<file path="src/rtl/sw_tx_sched_if.sv">
// sw_tx_sched_if: request/dv inputs and grant/select/status outputs of the tx scheduler
interface sw_tx_sched_if;
  logic       I_en;
  logic [3:0] I_req;
  logic       I_sel_dv;
  logic [3:0] O_gnt;
  logic [1:0] O_sel;
  logic       O_sel_vld;
  logic       O_force_err;
  logic       O_timeout;
  logic       O_trunc;
  modport master (
    input  I_en, I_req, I_sel_dv,
    output O_gnt, O_sel, O_sel_vld, O_force_err, O_timeout, O_trunc
  );
  modport slave (
    output I_en, I_req, I_sel_dv,
    input  O_gnt, O_sel, O_sel_vld, O_force_err, O_timeout, O_trunc
  );
endinterface

</file>
<file path="src/rtl/sw_tx_sched.sv">
// sw_tx_sched: frame-level round-robin owner of the shared GMII tx path with IFG, grant timeout and truncation
module sw_tx_sched #(
  parameter int IFG         = 12,
  parameter int MAX_LEN     = 1530,
  parameter int GNT_TIMEOUT = 16
) (
  input logic I_125m_clk,
  input logic I_rst,
  sw_tx_sched_if.master bus
);
  localparam int LW = $clog2(MAX_LEN + 1);
  localparam int WW = $clog2(GNT_TIMEOUT + 1);
  localparam int IW = $clog2(IFG + 1);
  typedef enum logic [2:0] {S_IDLE, S_GRANT, S_XFER, S_DRAIN, S_IFG} state_t;
  state_t state, state_n;
  logic [1:0] ptr, ptr_n, sel, sel_n, pick;
  logic [3:0] gnt, gnt_n;
  logic vld, vld_n, ferr, ferr_n, tout, tout_n, trunc, trunc_n;
  logic [LW-1:0] len, len_n;
  logic [WW-1:0] wcnt, wcnt_n;
  logic [IW-1:0] icnt, icnt_n;
  // descending scan so the port closest to ptr wins
  always_comb begin
    pick = ptr;
    for (int i = 3; i >= 0; i--)
      if (bus.I_req[ptr + 2'(i)]) pick = ptr + 2'(i);
  end
  always_comb begin
    state_n = state;
    ptr_n   = ptr;
    sel_n   = sel;
    gnt_n   = gnt;
    vld_n   = vld;
    ferr_n  = 1'b0;
    tout_n  = 1'b0;
    trunc_n = 1'b0;
    len_n   = len;
    wcnt_n  = wcnt;
    icnt_n  = icnt;
    case (state)
      S_IDLE: if (bus.I_en && |bus.I_req) begin
        state_n = S_GRANT;
        gnt_n   = 4'b0001 << pick;
        sel_n   = pick;
        vld_n   = 1'b1;
        wcnt_n  = '0;
      end
      S_GRANT: if (bus.I_sel_dv) begin
        state_n = S_XFER;
        len_n   = LW'(1);
      end else if (wcnt == WW'(GNT_TIMEOUT - 1)) begin
        state_n = S_IDLE;
        gnt_n   = '0;
        vld_n   = 1'b0;
        tout_n  = 1'b1;
        ptr_n   = sel + 2'd1;
      end else wcnt_n = wcnt + 1'b1;
      S_XFER: if (!bus.I_sel_dv) begin
        state_n = S_IFG;
        gnt_n   = '0;
        vld_n   = 1'b0;
        ptr_n   = sel + 2'd1;
        icnt_n  = IW'(1);
      end else if (len == LW'(MAX_LEN - 1)) begin
        state_n = S_DRAIN;
        gnt_n   = '0;
        vld_n   = 1'b0;
        ferr_n  = 1'b1;
        trunc_n = 1'b1;
        len_n   = LW'(MAX_LEN);
      end else len_n = len + 1'b1;
      S_DRAIN: if (!bus.I_sel_dv) begin
        state_n = S_IFG;
        ptr_n   = sel + 2'd1;
        icnt_n  = IW'(1);
      end
      S_IFG: begin
        icnt_n  = icnt + 1'b1;
        state_n = (icnt >= IW'(IFG - 1)) ? S_IDLE : S_IFG;
      end
      default: state_n = S_IDLE;
    endcase
  end
  always_ff @(posedge I_125m_clk) begin
    if (I_rst) begin
      state <= S_IDLE;
      ptr   <= '0;
      sel   <= '0;
      gnt   <= '0;
      vld   <= 1'b0;
      ferr  <= 1'b0;
      tout  <= 1'b0;
      trunc <= 1'b0;
      len   <= '0;
      wcnt  <= '0;
      icnt  <= '0;
    end else begin
      state <= state_n;
      ptr   <= ptr_n;
      sel   <= sel_n;
      gnt   <= gnt_n;
      vld   <= vld_n;
      ferr  <= ferr_n;
      tout  <= tout_n;
      trunc <= trunc_n;
      len   <= len_n;
      wcnt  <= wcnt_n;
      icnt  <= icnt_n;
    end
  end
  assign bus.O_gnt       = gnt;
  assign bus.O_sel       = sel;
  assign bus.O_sel_vld   = vld;
  assign bus.O_force_err = ferr;
  assign bus.O_timeout   = tout;
  assign bus.O_trunc     = trunc;
endmodule

</file>
<file path="src/flat_wrapper.sv">
// flat-port wrapper written by rule: the top's interface ports become plain ports
module sw_tx_sched_flat 
#(
  parameter int IFG         = 12,
  parameter int MAX_LEN     = 1530,
  parameter int GNT_TIMEOUT = 16
)
  (I_125m_clk, I_rst, bus_I_en, bus_I_req, bus_I_sel_dv, bus_O_gnt, bus_O_sel, bus_O_sel_vld, bus_O_force_err, bus_O_timeout, bus_O_trunc);
  sw_tx_sched_if bus_i ();
  input logic I_125m_clk;
  input logic I_rst;
  input wire logic [$bits(bus_i.I_en)-1:0] bus_I_en;
  input wire logic [$bits(bus_i.I_req)-1:0] bus_I_req;
  input wire logic [$bits(bus_i.I_sel_dv)-1:0] bus_I_sel_dv;
  output wire logic [$bits(bus_i.O_gnt)-1:0] bus_O_gnt;
  output wire logic [$bits(bus_i.O_sel)-1:0] bus_O_sel;
  output wire logic [$bits(bus_i.O_sel_vld)-1:0] bus_O_sel_vld;
  output wire logic [$bits(bus_i.O_force_err)-1:0] bus_O_force_err;
  output wire logic [$bits(bus_i.O_timeout)-1:0] bus_O_timeout;
  output wire logic [$bits(bus_i.O_trunc)-1:0] bus_O_trunc;
  assign bus_i.I_en = bus_I_en;
  assign bus_i.I_req = bus_I_req;
  assign bus_i.I_sel_dv = bus_I_sel_dv;
  assign bus_O_gnt = bus_i.O_gnt;
  assign bus_O_sel = bus_i.O_sel;
  assign bus_O_sel_vld = bus_i.O_sel_vld;
  assign bus_O_force_err = bus_i.O_force_err;
  assign bus_O_timeout = bus_i.O_timeout;
  assign bus_O_trunc = bus_i.O_trunc;
  sw_tx_sched #(.IFG(IFG), .MAX_LEN(MAX_LEN), .GNT_TIMEOUT(GNT_TIMEOUT)) u_core (.I_125m_clk(I_125m_clk), .I_rst(I_rst), .bus(bus_i));
endmodule
</file>
<file path="config.mk">
export PLATFORM = sky130hd
export DESIGN_NAME = sw_tx_sched_flat
export DESIGN_NICKNAME = d
export VERILOG_FILES = /design/src/rtl/sw_tx_sched_if.sv /design/src/rtl/sw_tx_sched.sv /design/src/flat_wrapper.sv
export SDC_FILE = /design/constraint.sdc
export NUM_CORES = 1
export LEC_CHECK = 0
export ABC_AREA = 1
export CORE_ASPECT_RATIO = 1.5
export CORE_MARGIN = 5
export CORE_UTILIZATION = 35
export CTS_CLUSTER_DIAMETER = 200
export CTS_CLUSTER_SIZE = 30
export DETAILED_ROUTE_END_ITERATION = 12
export PLACE_DENSITY_LB_ADDON = 0.15
export SLEW_MARGIN = 20
export SYNTH_ARGS = -nofsm -noshare
export SYNTH_HDL_FRONTEND = slang
export SYNTH_SLANG_ARGS = --single-unit
</file>
<file path="constraint.sdc">
create_clock -name I_125m_clk -period 2.2 [get_ports I_125m_clk]
set_input_delay 0.33 -clock I_125m_clk [delete_from_list [all_inputs] [get_ports I_125m_clk]]
set_output_delay 0.33 -clock I_125m_clk [all_outputs]
set_load 0.01 [all_outputs]
</file>
## Word-level counts from Yosys, hierarchy flattened

Index checks and enable logic that the tools add are counted.

- Bits in registers: 34
- Output and inout port bits: 10
- Word-level logic and storage cells: 108
- Input port bits: 8

- Shift operators: 1
- Bitwise operators: 3
- $lt $le $gt $ge: 5
- Add/subtract/negate cells: 7
- Mux-type cells: 48
- Reductions and logical operators: 18
- Eq/ne operators: 16

Operator list:

| operator | count |
|---|---|
| $mux 11 | 3 |
| $mux 4 | 6 |
| $pmux 11 s2 | 1 |
| $mux 3 | 7 |
| $mux 5 | 3 |
| $pmux 3 s5 | 1 |
| $mux 2 | 7 |
| $lt 2x3->1 const B | 4 |
| $ne 2x2->1 const B | 6 |
| $pmux 4 s3 | 1 |
| $reduce_and 4->1 | 3 |
| $add 11x1->11 const B | 1 |
| $eq 11x11->1 const B | 1 |
| $mux 1 | 11 |
| $pmux 5 s2 | 1 |
| $bmux 1 s2 | 4 |
| $pmux 4 s2 | 1 |
| $reduce_bool 2->1 | 4 |
| $eq 3x2->1 const B | 2 |
| $ne 3x2->1 const B | 2 |
| $reduce_or 3->1 | 2 |
| $add 5x1->5 const B | 1 |
| $eq 5x4->1 const B | 1 |
| $reduce_and 5->1 | 1 |
| other kinds (18) | 24 |

## Longest topological paths before layout

- Depth after elaboration: 10
- Gate-level depth with buffers: 13
- Depth with buffers taken out: 13

## Worst setup path after synthesis

Ideal clock, no wire load.

- Kind: reg-to-reg
- Start: register u_core.wcnt[0]
- End: register u_core.gnt[0] (netlist: u_core.bus.O_gnt[0])
- Buffers on the path: 0
- Setup slack: 0.725 ns
- Period minus slack after synthesis: 1.475 ns
- Arrival time: 1.343 ns
- Stages on the path, launching flop included: 10
- Cells stage by stage: dfxtp_1 -> ha_1 -> inv_1 -> nor2_1 -> ha_1 -> nand2_1 -> a21oi_1 -> nand3_2 -> nand2_1 -> a21oi_1

- Longest elaborated chain between the ends: 3

RTL lines:

| item | line | RTL |
|---|---|---|
| from (decl) | sw_tx_sched.sv:20 | `logic [WW-1:0] wcnt, wcnt_n;` |
| from (signal assigned) | sw_tx_sched.sv:107 | `wcnt <= wcnt_n;` |
| $eq 5x4->1 | sw_tx_sched.sv:51 | `end else if (wcnt == WW'(GNT_TIMEOUT - 1)) begin` |
| $ne 2x1->1 (no line) | -- |  |
| $reduce_and 5->1 (no line) | -- |  |
| to (signal assigned) | sw_tx_sched.sv:101 | `gnt <= gnt_n;` |
| to (decl) | sw_tx_sched.sv:17 | `logic [3:0] gnt, gnt_n;` |

No other way between the ends.
A chain may end at the register's enable or synchronous reset.

## Worst setup path after layout

- Start: register u_core.ptr[0]
- End: register u_core.sel[0] (netlist: u_core.bus.O_sel[0])

- Longest elaborated chain between the ends: 7
- Elaborated cells between the ends (all ways): 15
- Those cells by class: add/sub (3); mux (12)

RTL lines:

| item | line | RTL |
|---|---|---|
| from (decl) | sw_tx_sched.sv:16 | `logic [1:0] ptr, ptr_n, sel, sel_n, pick;` |
| from (signal assigned) | sw_tx_sched.sv:99 | `ptr <= ptr_n;` |
| $add 2x2->2 | sw_tx_sched.sv:26 | `if (bus.I_req[ptr + 2'(i)]) pick = ptr + 2'(i);` |
| $bmux 1 s2 | sw_tx_sched.sv:26 |  |
| $mux 1 (implied by the code) | sw_tx_sched.sv:26 |  |
| $mux 2 (3 in series) | sw_tx_sched.sv:26 |  |
| $mux 2 (*) | sw_tx_sched.sv:26 |  |
| to (signal assigned) | sw_tx_sched.sv:100 | `sel <= sel_n;` |
| to (decl) | sw_tx_sched.sv:16 |  |

Every way passes the cells marked *; elsewhere a longest branch is shown, timed or not. The select of a mux whose other input is x is not followed.

==> metrics.md <==
| Metric | Value |
|---|---|
| Initial DRC count | 56 |
| Peak VDD IR | 390 uV |
| Pins Over Slew Limit | 0 |
| First-pass GRT wire length | 7420 um |
| Post-CTS sizing | 0 |
| Pint | 1070 uW |
| Critical path arrival | 1.96 ns |
| Hold violation count in the final report | 0 |
| Final Wtd Congestion | 0.875 |
| Routed WL per cell | 11.5 um |
| NetSw | 416 uW |
| Worst min path class | flop to flop |
| Worst-Margin Slew | 0.523 ns |
| Synth-to-layout area growth | 18.7% |
| Largest net degree at the start of global routing | 12 |
| Syn Area/Cell | 7.05 um2 |
| Clock network fraction of total power | 0.357 |
| Ys Warns | 0 |
| Combinational power share | 0.192 |
| Clock Latency Late Sink | 0.28 ns |
| Clk root buf | clkbuf_8 |
| Number of global-route vias before repair | 1,723 |
| Cells after Synth | 275 |
| TNS Setup | 0 ns |
| Reg power frac | 0.451 |
| Fillers | 605 |
| Via/cell ratio | 4.79 |
| Minimum clock period | 1.79 ns |
| Setup CP Type | flop to flop |
| Die H | 101 um |
| Post-synth EDFFs | 0 |
| Yosys cell types | 39 |
| Cell with the most instances after synthesis | nand2_1 |
| Synthesized net count | 288 |
| Leakage | 0.000990 uW |
| Post-Synth Simple-Gate Area | 0.342 |
| Seq cells post-synth | 34 |
| Routed WL | 4230 um |
| Worst R2R Setup Slack | 0.41 ns |
| CTS buffer count | 5 |
| Post-DRT Antenna Nets | 0 |
| Post-CTS Setup Inserts | 0 |
| # clock sinks | 34 |
| Drt pass-1 iters | 4 |
| Post-synth top area cell | dfxtp_1 |
| N_diodes | 0 |
| Status | complete, no violations |
| Area of the multi-input gates | 1060 um2 |
| Max Cap Viol | 0 |
| Initial core utilization | 0.358 |
| Largest family of logic cells by synthesized area | simple AND/OR/NAND/NOR gates |
| Share of layout cells above drive strength 1 | 0.124 |
| RSZ-0062 raised after global routing | false |
| HPWL after DPL | 3370 um |
| Post-synthesis xor/xnor area fraction | 0.0316 |
| Core area | 5410 um2 |
| Post-synth top cells | nand2_1 (70), inv_1 (39), dfxtp_1 (34) |
| Adder-Cell Fraction of Synth Area | 0.0323 |
| Switch share | 0.279 |
| Most common flop cell mapped by yosys | dfxtp_1 |
| CP endpoint kind | flop |
| Worst-path clk slew | 0.07 ns |
| Hold buffers post-CTS | 0 |
| Register area share after synthesis | 0.351 |
| Area of the mapped netlist | 1940 um2 |
| Asr flop ratio synth | 0 |
| Total global routing overflow | 0 |
| Mux share of post-synthesis cell area | 0 |
| Number of buffers added on ports | 17 |
| Critical Path RT | 2.37 ns |
| Final #Nets | 311 |
| GRT Total Usage | 0.130 |
| Final Cycle Share | 0.811 |
| Rows | 33 |
| Initial antenna violation count | 0 |
| CTS tree | done |
| Slew Limit Headroom | 0.649 |
| Die area | 7160 um2 |
| F_max | 0.560 GHz |
| CTS max path bufs | 2 |
| Max Clock Skew | 0.00516 ns |
| Share of the synthesized area in the top cell type | 0.351 |
| DRC Markers | 0 |
| Final hold slack | 0.459 ns |
| CTS H-tree lvls | 2 |
| Synth area leaders | dfxtp_1 (35%), nand2_1 (14%), inv_1 (7.6%) |
| Compound-Gate Fraction of Synth Area | 0.139 |
| Die width | 70.8 um |
| CP Launch Type | flop |
| Final setup viols | 0 |
| Vias | 1,767 |
| Register cell area after layout | 681 um2 |
| Max Fanout on Critical Path | 11 |
| IO Pins | 18 |
| Cell Pwr Density | 648 nW/um2 |
power by group through the flow:
stage	sequential, uW	clock [uW]	combinational [uW]
finish	672	532	287
global route	676	584	327
floorplan	686	0	201
detailed placement	686	0	290
global placement	686	0	290
CTS	672	556	292
logic make-up after synthesis:
logic type / count (synthesis)
AND/OR/NAND/NOR: 133
buffers and inverters: 50
AO/OA/AOI/OAI: 46
flip-flops: 34
XOR/XNOR: 7
adder cells (fa/ha/maj): 5
flip-flops by register name, summed over array words and instances (netlist names):
register and flops:
u_core.ptr 2, u_core.icnt 4, u_core.bus.O_timeout 1, u_core.wcnt 5
u_core.bus.O_sel_vld 1, u_core.bus.O_force_err 1, u_core.bus.O_sel 2, u_core.bus.O_gnt 4
u_core.len 11, u_core.state 3
layout make-up:
cell class | instances | share of cell area
tap | 70 | 0.0381
inverter | 46 | 0.0750
sequential | 34 | 0.296
multi-input combinational | 191 | 0.459
clock buffer | 8 | 0.0479
timing repair buffer | 20 | 0.0837
cell usage in the layout, fill, tap and decap left out, drive strengths merged, types with 8 or more instances in the layout:
cell and count:
nand2 76, inv 45, dfxtp 34, nand3 22, a21oi 21, nor2 19
clkdlybuf4s50 17, o21ai 13, clkbuf 8, nor3 8
metal layers:
metal,track usage,share of wire,vias to the layer above
met4,0.0695,0.027,0
met1,0.133,0.41,797
met2,0.244,0.53,28
met3,0.0278,0.032,10
li1,-,-,932
met5,0,0,-
critical path: stages (launching register included):
cell and delay [ns]:
dfxtp_1 0.56, inv_1 0.23, nand2_1 0.13, nand2_1 0.08, nand2_1 0.10, nand2_1 0.06, inv_1 0.06, nand2_2 0.07
nand2_2 0.07, nand2_2 0.05, nand2_2 0.07, nand2_1 0.06, o211ai_1 0.09, inv_1 0.05
stage by stage:
stage | cell area [um2] | utilization | total power (uW) | cells | setup slack [ns]
6_report | 2300 | 0.425 | 1490 | 369 | 0.415
5_1_grt | 2300 | 0.425 | 1590 | 369 | 0.206
3_3_place_gp | 2190 | 0.405 | 976 | 361 | 0.280
2_1_floorplan | 1940 | - | 887 | 275 | 0.725
3_5_place_dp | 2190 | 0.405 | 976 | 361 | 0.278
4_1_cts | 2300 | 0.425 | 1520 | 369 | 0.445
worst paths after layout:
| path | start | endpoint | cells past startpoint |
|---|---|---|---|
| worst min-delay path | u_core.wcnt[4] | u_core.wcnt[4] | 2 |
| worst max-delay path | u_core.ptr[0] | u_core.bus.O_sel[0] | 13 |
| worst max register to register | u_core.ptr[0] | u_core.bus.O_sel[0] | 13 |
| worst min register to register | u_core.wcnt[4] | u_core.wcnt[4] | 2 |
(Power assumes the default switching activity.)
